File: config.mk
export PLATFORM = sky130hd
export DESIGN_NAME = cache_fill_ctrl
export DESIGN_NICKNAME = d
export VERILOG_FILES = /design/src/rtl/cache_pkg.sv /design/src/rtl/cache_lru.sv /design/src/rtl/cache_fill_ctrl.sv
export SDC_FILE = /design/constraint.sdc
export NUM_CORES = 1
export LEC_CHECK = 0
export BUFFER_PORTS_ARGS = -buffer_cell sky130_fd_sc_hd__buf_4
export CAP_MARGIN = 10
export CELL_PAD_IN_SITES_DETAIL_PLACEMENT = 1
export CELL_PAD_IN_SITES_GLOBAL_PLACEMENT = 1
export CORE_UTILIZATION = 40
export DETAILED_ROUTE_END_ITERATION = 16
export GPL_TIMING_DRIVEN = 0
export PLACE_DENSITY = 0.85
export SLEW_MARGIN = 20
export SYNTH_ARGS = -nofsm -noshare
export SYNTH_HDL_FRONTEND = slang
export SYNTH_SLANG_ARGS = --single-unit
File: constraint.sdc
create_clock -name clk -period 4.69 [get_ports clk]
set_input_delay 1.407 -clock clk [delete_from_list [all_inputs] [get_ports clk]]
set_output_delay 1.407 -clock clk [all_outputs]
set_load 0.01 [all_outputs]
File: src/rtl/cache_pkg.sv
// cache_pkg -- shared geometry, address layout and FSM state type for the
// two-way cache fill controller (cache_fill_ctrl, cache_lru).
// Address layout: tag[15:10], index[9:4], offset[3:0] (byte offset, word = offset[3:1]).
package cache_pkg;

   localparam int unsigned NUM_SETS       = 64;
   localparam int unsigned BLOCK_WORDS    = 8;
   localparam int unsigned ADDR_W         = 16;
   localparam int unsigned DATA_W         = 16;
   localparam int unsigned TAG_W          = 6;
   localparam int unsigned INDEX_W        = 6;
   localparam int unsigned OFFSET_W       = 4;
   localparam int unsigned WORD_W         = 3;
   localparam int unsigned CNT_W          = WORD_W + 1;
   localparam int unsigned META_W         = 8;
   localparam int unsigned META_VALID_BIT = 7;

   typedef struct packed {
      logic [TAG_W-1:0]    tag;
      logic [INDEX_W-1:0]  index;
      logic [OFFSET_W-1:0] offset;
   } cacheAddr_t;

   typedef enum logic [1:0] {
      IDLE = 2'd0,
      FILL = 2'd1,
      META = 2'd2
   } fillState_t;

endpackage

File: src/rtl/cache_lru.sv
// cache_lru -- per-set LRU bit table (NUM_SETS bits).
// A bit value of 1 names way1 as least recently used, 0 names way0.
// Ports: clk, rst (async active-high, clears all bits), updEn/updIndex/updValue
// (single write port), rdIndex/rdValue_c (combinational read port).
module cache_lru
   import cache_pkg::*;
(
   input  logic               clk,
   input  logic               rst,
   input  logic               updEn,
   input  logic [INDEX_W-1:0] updIndex,
   input  logic               updValue,
   input  logic [INDEX_W-1:0] rdIndex,
   output logic               rdValue_c
);

   logic [NUM_SETS-1:0] lruBits;

   // Bit table storage
   always_ff @(posedge clk or posedge rst) begin
      if (rst) begin
         lruBits <= '0;
      end else if (updEn) begin
         lruBits[updIndex] <= updValue;
      end
   end

   assign rdValue_c = lruBits[rdIndex];

endmodule

File: src/rtl/cache_fill_ctrl.sv
// cache_fill_ctrl -- two-way cache miss fill controller.
// On a miss in IDLE it latches the address, picks a victim way, issues 8 word
// reads (FILL), writes each returned word into the victim way, then writes the
// meta entry for one cycle (META) and pulses fill_done.
// Ports: clk, rst (async active-high); miss_detected/miss_address/valid0/valid1
// (miss request); access_valid/hit0/hit1 (LRU hit update); memory_address/
// mem_read_en (read issue); memory_data/memory_data_valid (in-order returns);
// dataWE/metaWE/write0/write1/WordEnable/blockSelect/data/tag (cache writes);
// fsm_busy, fill_done (status).
// Build option: CACHE_FILL_CRITICAL_WORD_EN -- start the fill at the missed word.
module cache_fill_ctrl
   import cache_pkg::*;
(
   input  logic                   clk,
   input  logic                   rst,
   input  logic                   miss_detected,
   input  logic [ADDR_W-1:0]      miss_address,
   input  logic                   valid0,
   input  logic                   valid1,
   input  logic                   access_valid,
   input  logic                   hit0,
   input  logic                   hit1,
   output logic [ADDR_W-1:0]      memory_address,
   output logic                   mem_read_en,
   input  logic [DATA_W-1:0]      memory_data,
   input  logic                   memory_data_valid,
   output logic                   dataWE,
   output logic                   metaWE,
   output logic                   write0,
   output logic                   write1,
   output logic [BLOCK_WORDS-1:0] WordEnable,
   output logic [NUM_SETS-1:0]    blockSelect,
   output logic [DATA_W-1:0]      data,
   output logic [META_W-1:0]      tag,
   output logic                   fsm_busy,
   output logic                   fill_done
);

   fillState_t         state, nextState;
   cacheAddr_t         missAddr_c;
   logic [TAG_W-1:0]   missTag;
   logic [INDEX_W-1:0] missIndex;
   logic               victimWay;
   logic               victimSel_c;
   logic [WORD_W-1:0]  startWord_c;
   logic [WORD_W-1:0]  reqWord, rxWord;
   logic [CNT_W-1:0]   reqCnt, rxCnt;
   logic               acceptRx_c;
   logic               lruRd_c;
   logic               lruWe_c;
   logic [INDEX_W-1:0] lruWrIndex_c;
   logic               lruWrValue_c;
   logic               unusedOffset;

   assign missAddr_c = cacheAddr_t'(miss_address);

`ifdef CACHE_FILL_CRITICAL_WORD_EN
   assign startWord_c = missAddr_c.offset[OFFSET_W-1:1];
`else
   assign startWord_c = '0;
`endif
   // Byte-offset bits are not needed in every build
   assign unusedOffset = ^missAddr_c.offset;

   // First invalid way wins (way0 on a tie); with both ways valid the LRU bit decides
   assign victimSel_c = !valid0 ? 1'b0 :
                        !valid1 ? 1'b1 : lruRd_c;

   // State register
   always_ff @(posedge clk or posedge rst) begin
      if (rst) begin
         state <= IDLE;
      end else begin
         state <= nextState;
      end
   end

   // Next state and cache/memory interface outputs
   always_comb begin
      nextState      = state;
      mem_read_en    = 1'b0;
      memory_address = '0;
      dataWE         = 1'b0;
      metaWE         = 1'b0;
      write0         = 1'b0;
      write1         = 1'b0;
      WordEnable     = '0;
      blockSelect    = '0;
      data           = '0;
      tag            = '0;
      fsm_busy       = 1'b0;
      fill_done      = 1'b0;
      acceptRx_c     = 1'b0;
      case (state)
         IDLE: begin
            if (miss_detected) begin
               nextState = FILL;
            end
         end
         FILL: begin
            fsm_busy    = 1'b1;
            blockSelect = NUM_SETS'(1) << missIndex;
            if (reqCnt != CNT_W'(BLOCK_WORDS)) begin
               mem_read_en    = 1'b1;
               memory_address = {missTag, missIndex, reqWord, 1'b0};
            end
            // Returns beyond the 8th are dropped; the 8th moves on to META
            if (memory_data_valid && (rxCnt != CNT_W'(BLOCK_WORDS))) begin
               acceptRx_c = 1'b1;
               dataWE     = 1'b1;
               data       = memory_data;
               WordEnable = BLOCK_WORDS'(1) << rxWord;
               write0     = ~victimWay;
               write1     = victimWay;
               if (rxCnt == CNT_W'(BLOCK_WORDS - 1)) begin
                  nextState = META;
               end
            end
         end
         META: begin
            fsm_busy                 = 1'b1;
            blockSelect              = NUM_SETS'(1) << missIndex;
            metaWE                   = 1'b1;
            tag[META_VALID_BIT]      = 1'b1;
            tag[TAG_W-1:0]           = missTag;
            fill_done                = 1'b1;
            nextState                = IDLE;
         end
         default: begin
            nextState = IDLE;
         end
      endcase
   end

   // Miss capture and request/receive word counters
   always_ff @(posedge clk or posedge rst) begin
      if (rst) begin
         missTag   <= '0;
         missIndex <= '0;
         victimWay <= 1'b0;
         reqWord   <= '0;
         rxWord    <= '0;
         reqCnt    <= '0;
         rxCnt     <= '0;
      end else if (state == IDLE) begin
         if (miss_detected) begin
            missTag   <= missAddr_c.tag;
            missIndex <= missAddr_c.index;
            victimWay <= victimSel_c;
            reqWord   <= startWord_c;
            rxWord    <= startWord_c;
            reqCnt    <= '0;
            rxCnt     <= '0;
         end
      end else begin
         if (mem_read_en) begin
            reqWord <= reqWord + WORD_W'(1);
            reqCnt  <= reqCnt + CNT_W'(1);
         end
         if (acceptRx_c) begin
            rxWord <= rxWord + WORD_W'(1);
            rxCnt  <= rxCnt + CNT_W'(1);
         end
      end
   end

   // LRU update: the META write (filled way becomes MRU) owns the single port
   // whenever it occurs; a hit update in that cycle is dropped.
   always_comb begin
      lruWe_c      = 1'b0;
      lruWrIndex_c = missIndex;
      lruWrValue_c = ~victimWay;
      if (state == META) begin
         lruWe_c = 1'b1;
      end else if (access_valid && (hit0 || hit1)) begin
         lruWe_c      = 1'b1;
         lruWrIndex_c = missAddr_c.index;
         lruWrValue_c = hit0;
      end
   end

   cache_lru uLru (
      .clk      (clk),
      .rst      (rst),
      .updEn    (lruWe_c),
      .updIndex (lruWrIndex_c),
      .updValue (lruWrValue_c),
      .rdIndex  (missAddr_c.index),
      .rdValue_c(lruRd_c)
   );

endmodule

* After elaboration in Yosys (flattened, before gate mapping)
Index checks and enable logic that the tools add are counted.
Storage, ports and cells: register bits after elaboration 93, input port bits 41, output and inout bits 119, logic and storage cells 84
Operators by class: add/subtract/negate cells 4, order comparisons 3, eq/ne operators 8, shift operators 2, muxes and demuxes 45, bitwise logic cells 1, reductions and logical operators 12
Operator list (count):
- bitwise mux 64 bit | 1
- 2-to-1 mux 16 bit | 4
- 2-to-1 mux 64 bit | 1
- left shift 1 x 6 -> 64 bit (first input constant) | 1
- 2-to-1 mux 4 bit | 5
- 2-to-1 mux 1 bit | 18
- 2-to-1 mux 6 bit | 3
- 2-to-1 mux 8 bit | 2
- 2-to-1 mux 3 bit | 5
- < comparator 6 x 7 -> 1 bit (second input constant) | 2
- adder 4 x 1 -> 4 bit (second input constant) | 2
- inequality test 4 bit (second input constant) | 2
- left shift 1 x 3 -> 8 bit (first input constant) | 1
- adder 3 x 1 -> 3 bit (second input constant) | 2
- binary-select mux 1 bit (select 6 bit) | 1
- demux 1 bit (select 6 bit) | 1
- >= comparator 6 x 1 -> 1 bit (second input constant) | 1
- 2-to-1 mux 2 bit | 3
- inequality test 2 bit (second input constant) | 3
- AND reduction 2 bit | 3
- == test 4 x 3 -> 1 bit (second input constant) | 1
- case mux 2 bit (2 select lines) | 1
- nonzero test 2 bit | 2
- logical AND 1 bit | 3
- 7 further kinds | 7

* Depth between registers and ports, before layout
word-level depth 9, mapped depth 10, mapped depth without buffers 8

* Hierarchy
Synthesis repeated with hierarchy kept, for this count alone.
Second synthesis, totals: cells, all modules 589, area, all modules 5815.6 um^2
Modules (own cells, without submodules):
- cache_lru | times used 1, cells an instance 280, area an instance 3353.2 um^2, seq. area each 1601.5 um^2
- cache_fill_ctrl | times used 1, cells an instance 309, area an instance 2462.4 um^2, seq. area each 725.7 um^2

* Worst setup path after synthesis
Ideal clock, no wire load.
path kind input-to-output, from in memory_data_valid, to out WordEnable[0], arrival time 2.155 ns, required time 3.283 ns, slack 1.128 ns, stages 4, buffers on the path 1, cell sequence nand3_1 -> inv_1 -> clkbuf_1 -> and3_1
On the way: cells in the longest elaborated chain, start to end 3
Ends and longest elaborated chain:
- start, declared | line cache_fill_ctrl.sv:26 | input logic memory_data_valid,
- logical AND 1 bit | line cache_fill_ctrl.sv:108 | if (memory_data_valid && (rxCnt != CNT_W'(BLOCK_WORDS))) begin
- 2-to-1 mux 8 bit | line cache_fill_ctrl.sv:108
- 2-to-1 mux 8 bit | line cache_fill_ctrl.sv:94 | case (state)
- end, declared | line cache_fill_ctrl.sv:31 | output logic [BLOCK_WORDS-1:0] WordEnable,
Every way passes these cells.

* Worst setup path after layout
Ends and elaborated chain as after synthesis.

==> results.ini <==
[global_route]
first_global_vias=5542
grt_max_degree=58
grt_pass1_wl_um=29540
track_usage_pct=25.89
antenna_found_initial=0
grt_overflow=0

[synthesis]
yosysSeqAreaShare_pct=39.41
synthesis.area_mm2=0.005906
yosysTopAreaCell=dfrtp_1
synth_top_cells_by_area=dfrtp_1 39%, mux2_2 8.6%, mux4_2 6.1%
yosys_warnings=0
synth_cells=608
synthArstFlopShare_pct=100.0
ys_ff_latch=93
synth-edff-count=0
ys.flop_type=dfrtp_1
avgSynthCellArea_um2=9.713
yosysUniqueCellTypes=57
synth_top_area_share_pct=39.41

[critical_path]
startpoint=memory_data_valid
cp_max_fo=10
cp.depth=6
r2r_cells=9
crit_required_ps=3280
cp.arrival_ps=2600
crit_chain=buf_4, nand3_1, inv_1, clkbuf_1, and3_1, buf_4
crit_top_cell=buf_4
reg2reg_from=state[0]
ff2ff_setup_slack_ps=1640
crit_path_max_incr_delay_ps=360
critical_path.top_delay_family=buffers and inverters
critical_path.slowest_cell=clkbuf_1
start_kind=primary input
critPathBufInv=4
worstSetupEndpointType=primary output
crit_end=WordEnable[0]
path_class=primary input to primary output
r2r_end=uLru.lruBits[52]

[drt]
route.met3.wl_um=1034
wl_met2_um=9854
drc=0
wirelength_um=19160
antenna_left=0
wl_met1_um=7669
top_layer=met4
drt-initial-drc-count=305
drt-pass1-iter-count=4
routedWlPerCell_um=19.94
via_count=5421
viasPerCell=5.641

[pwr]
leakagePower_uw=0.003573
p_per_area_mw_per_mm2=533.4
ir_drop_v=0.0002120

[timing]
fmax_mhz=249.8
worst_pin_slew_ps=1104
setup_tns_ps=0
post-route-min-period_ps=4003
rsz0062_at_grt=no
slew_headroom_pct=26.41
finalSetupViolCount=0
hold_violations=0
finClkSkew_ps=5.027
post-route-period-util_pct=85.34
slew_violations=0

[clocking]
clockRootBuffer=clkbuf_16
clk_path_buf_depth=2
clock_latency_ps=350
clock_sinks=93
cts_resized=0
ctsHoldBuffers=0
cts-buffers-inserted=9
h-tree-depth=3
post_cts_buffers=0
cts_tree=yes
path_clk_slew_ps=70

[floorplanning]
die_w_um=123.5
die-height_um=123.5
floorplan.initialDensity_pct=40.79
rows=44
core_area_mm2=0.01448
fp.dieArea_mm2=0.01525
io_pins=160

[finish]
drive_gt1_share_pct=32.95
fillers=1673
areaGrowthSynthToFinish_pct=29.00
n_antenna_cell=0
fin_util_pct=52.62
fin_nets=827

[placed_design]
globalplace.congestion=0.8945
portBuffers=151
dpl.hpwl_um=14520

[run]
drv_cap=0

[hold_path]
hold_path.class=flop to flop

[status]
run_status=completed

## through the flow
step / worst slack [ps] / instances / power, uW / instance area, um^2 / hold slack (ps)
after floorplan: 862.7 / 609 / 2547 / 5909 / 453.2
after global placement: -137.5 / 944 / 3131 / 7273 / 465.0
after detailed placement: 692.4 / 945 / 3279 / 7303 / 477.1
after CTS: 685.6 / 961 / 4081 / 7619 / 492.5
after global routing: 592.2 / 961 / 4335 / 7619 / 503.9
final: 687.4 / 961 / 4063 / 7619 / 493.1
## how the worst min path moves through the flow
stage / start / to / slack [ps] / cells after the start
3_3_place_gp: uLru.lruBits[48] / uLru.lruBits[48] / 470 / 1
6_report: uLru.lruBits[21] / uLru.lruBits[21] / 490 / 1
5_1_grt: uLru.lruBits[21] / uLru.lruBits[21] / 500 / 1
3_5_place_dp: uLru.lruBits[21] / uLru.lruBits[21] / 480 / 1
2_1_floorplan: uLru.lruBits[49] / uLru.lruBits[49] / 450 / 1
4_1_cts: uLru.lruBits[21] / uLru.lruBits[21] / 490 / 1
## area by class of cell
type / count / area (um^2) / share of cell area [%]
inverters: 17 / 66.31 / 0.8704
clock buffers: 11 / 232.7 / 3.055
plain buffers: 51 / 231.5 / 3.038
repair buffers: 152 / 1161 / 15.24
well taps: 184 / 230.2 / 3.022
flip-flops and latches: 93 / 2327 / 30.55
multi-input cells: 448 / 3287 / 43.14
clock inverters: 5 / 82.58 / 1.084
## flip-flops by register name (all words and copies together), names as in the netlist
register / cells
missIndex: 6
reqCnt: 4
rxWord: 3
missTag: 6
rxCnt: 4
victimWay: 1
reqWord: 3
state: 2
uLru.lruBits: 64
## Yosys cell counts (all sizes together) (2+ instances only)
cell,instances
a221oi,2
o22ai,2
nand3b,4
a21oi,14
inv,17
nand2,30
nor2,73
ha,14
a21boi,4
o21ai,28
and3,23
a22oi,4
nor4b,2
clkbuf,32
nand4b,3
nor2b,8
nand3,49
a21o,6
dfrtp,93
mux4,16
nand4,2
nor3,25
and2,29
mux2i,10
nor3b,3
buf,19
mux2,75
## power breakdown
part	switching, uW	internal [uW]	total (uW)
Sequential	197	1110	1310
Combinational	1150	813	1960
Clock	320	470	790
## layer usage
metal | vias up | GRT usage (%)
li1 | 2471 | -
met5 | - | 0
met1 | 2728 | 31.44
met4 | 0 | 11.90
met2 | 178 | 45.25
met3 | 44 | 3.644
## layout by cell type, fill, tap and decap left out, types with 3 or more instances in the layout
master     Yosys  layout
buf_4          5     156
dfrtp_1       93      93
nor2_1        73      73
nand3_1       47      47
mux2_2        45      45
clkbuf_1      32      34
mux2_1        30      30
nand2_1       30      30
and2_1        29      29
o21ai_0       25      25
nor3_1        25      25
and3_1        23      23
inv_1         17      16
mux4_2        16      16
ha_1          14      14
buf_2         11      11
mux2i_1       10      10
a21oi_1        9       9
clkbuf_16      0       9
nor2b_1        8       8
a21o_1         6       6
a21oi_2        5       5
a22oi_1        4       4
nand3b_1       4       4
o21ai_1        3       3
nand4b_1       3       3
a21boi_0       3       3
nor3b_1        3       3
## logic make-up (layout without fill, tap and decap cells)
logic type | after synthesis | in the layout | synth area share (%)
fa+ha+maj | 14 | 14 | 2.966
simple gates | 258 | 258 | 22.31
buf+inv | 68 | 236 | 5.000
flops | 93 | 93 | 39.41
xor+xnor | 1 | 1 | 0.1483
other cells | 1 | 2 | 0.06350
mux | 101 | 101 | 22.10
compound gates | 72 | 72 | 8.009
## worst reg2reg max path, cell delays in order (launching register included)
cell and delay [ps]:
dfrtp_1 370, inv_1 70, ha_1 270, buf_4 200, nand2b_4 160, clkbuf_1 210
o32ai_1 540, o21ai_0 380, nor3_1 370, mux2_2 370
Note: power is estimated with default switching activity, not from simulation.
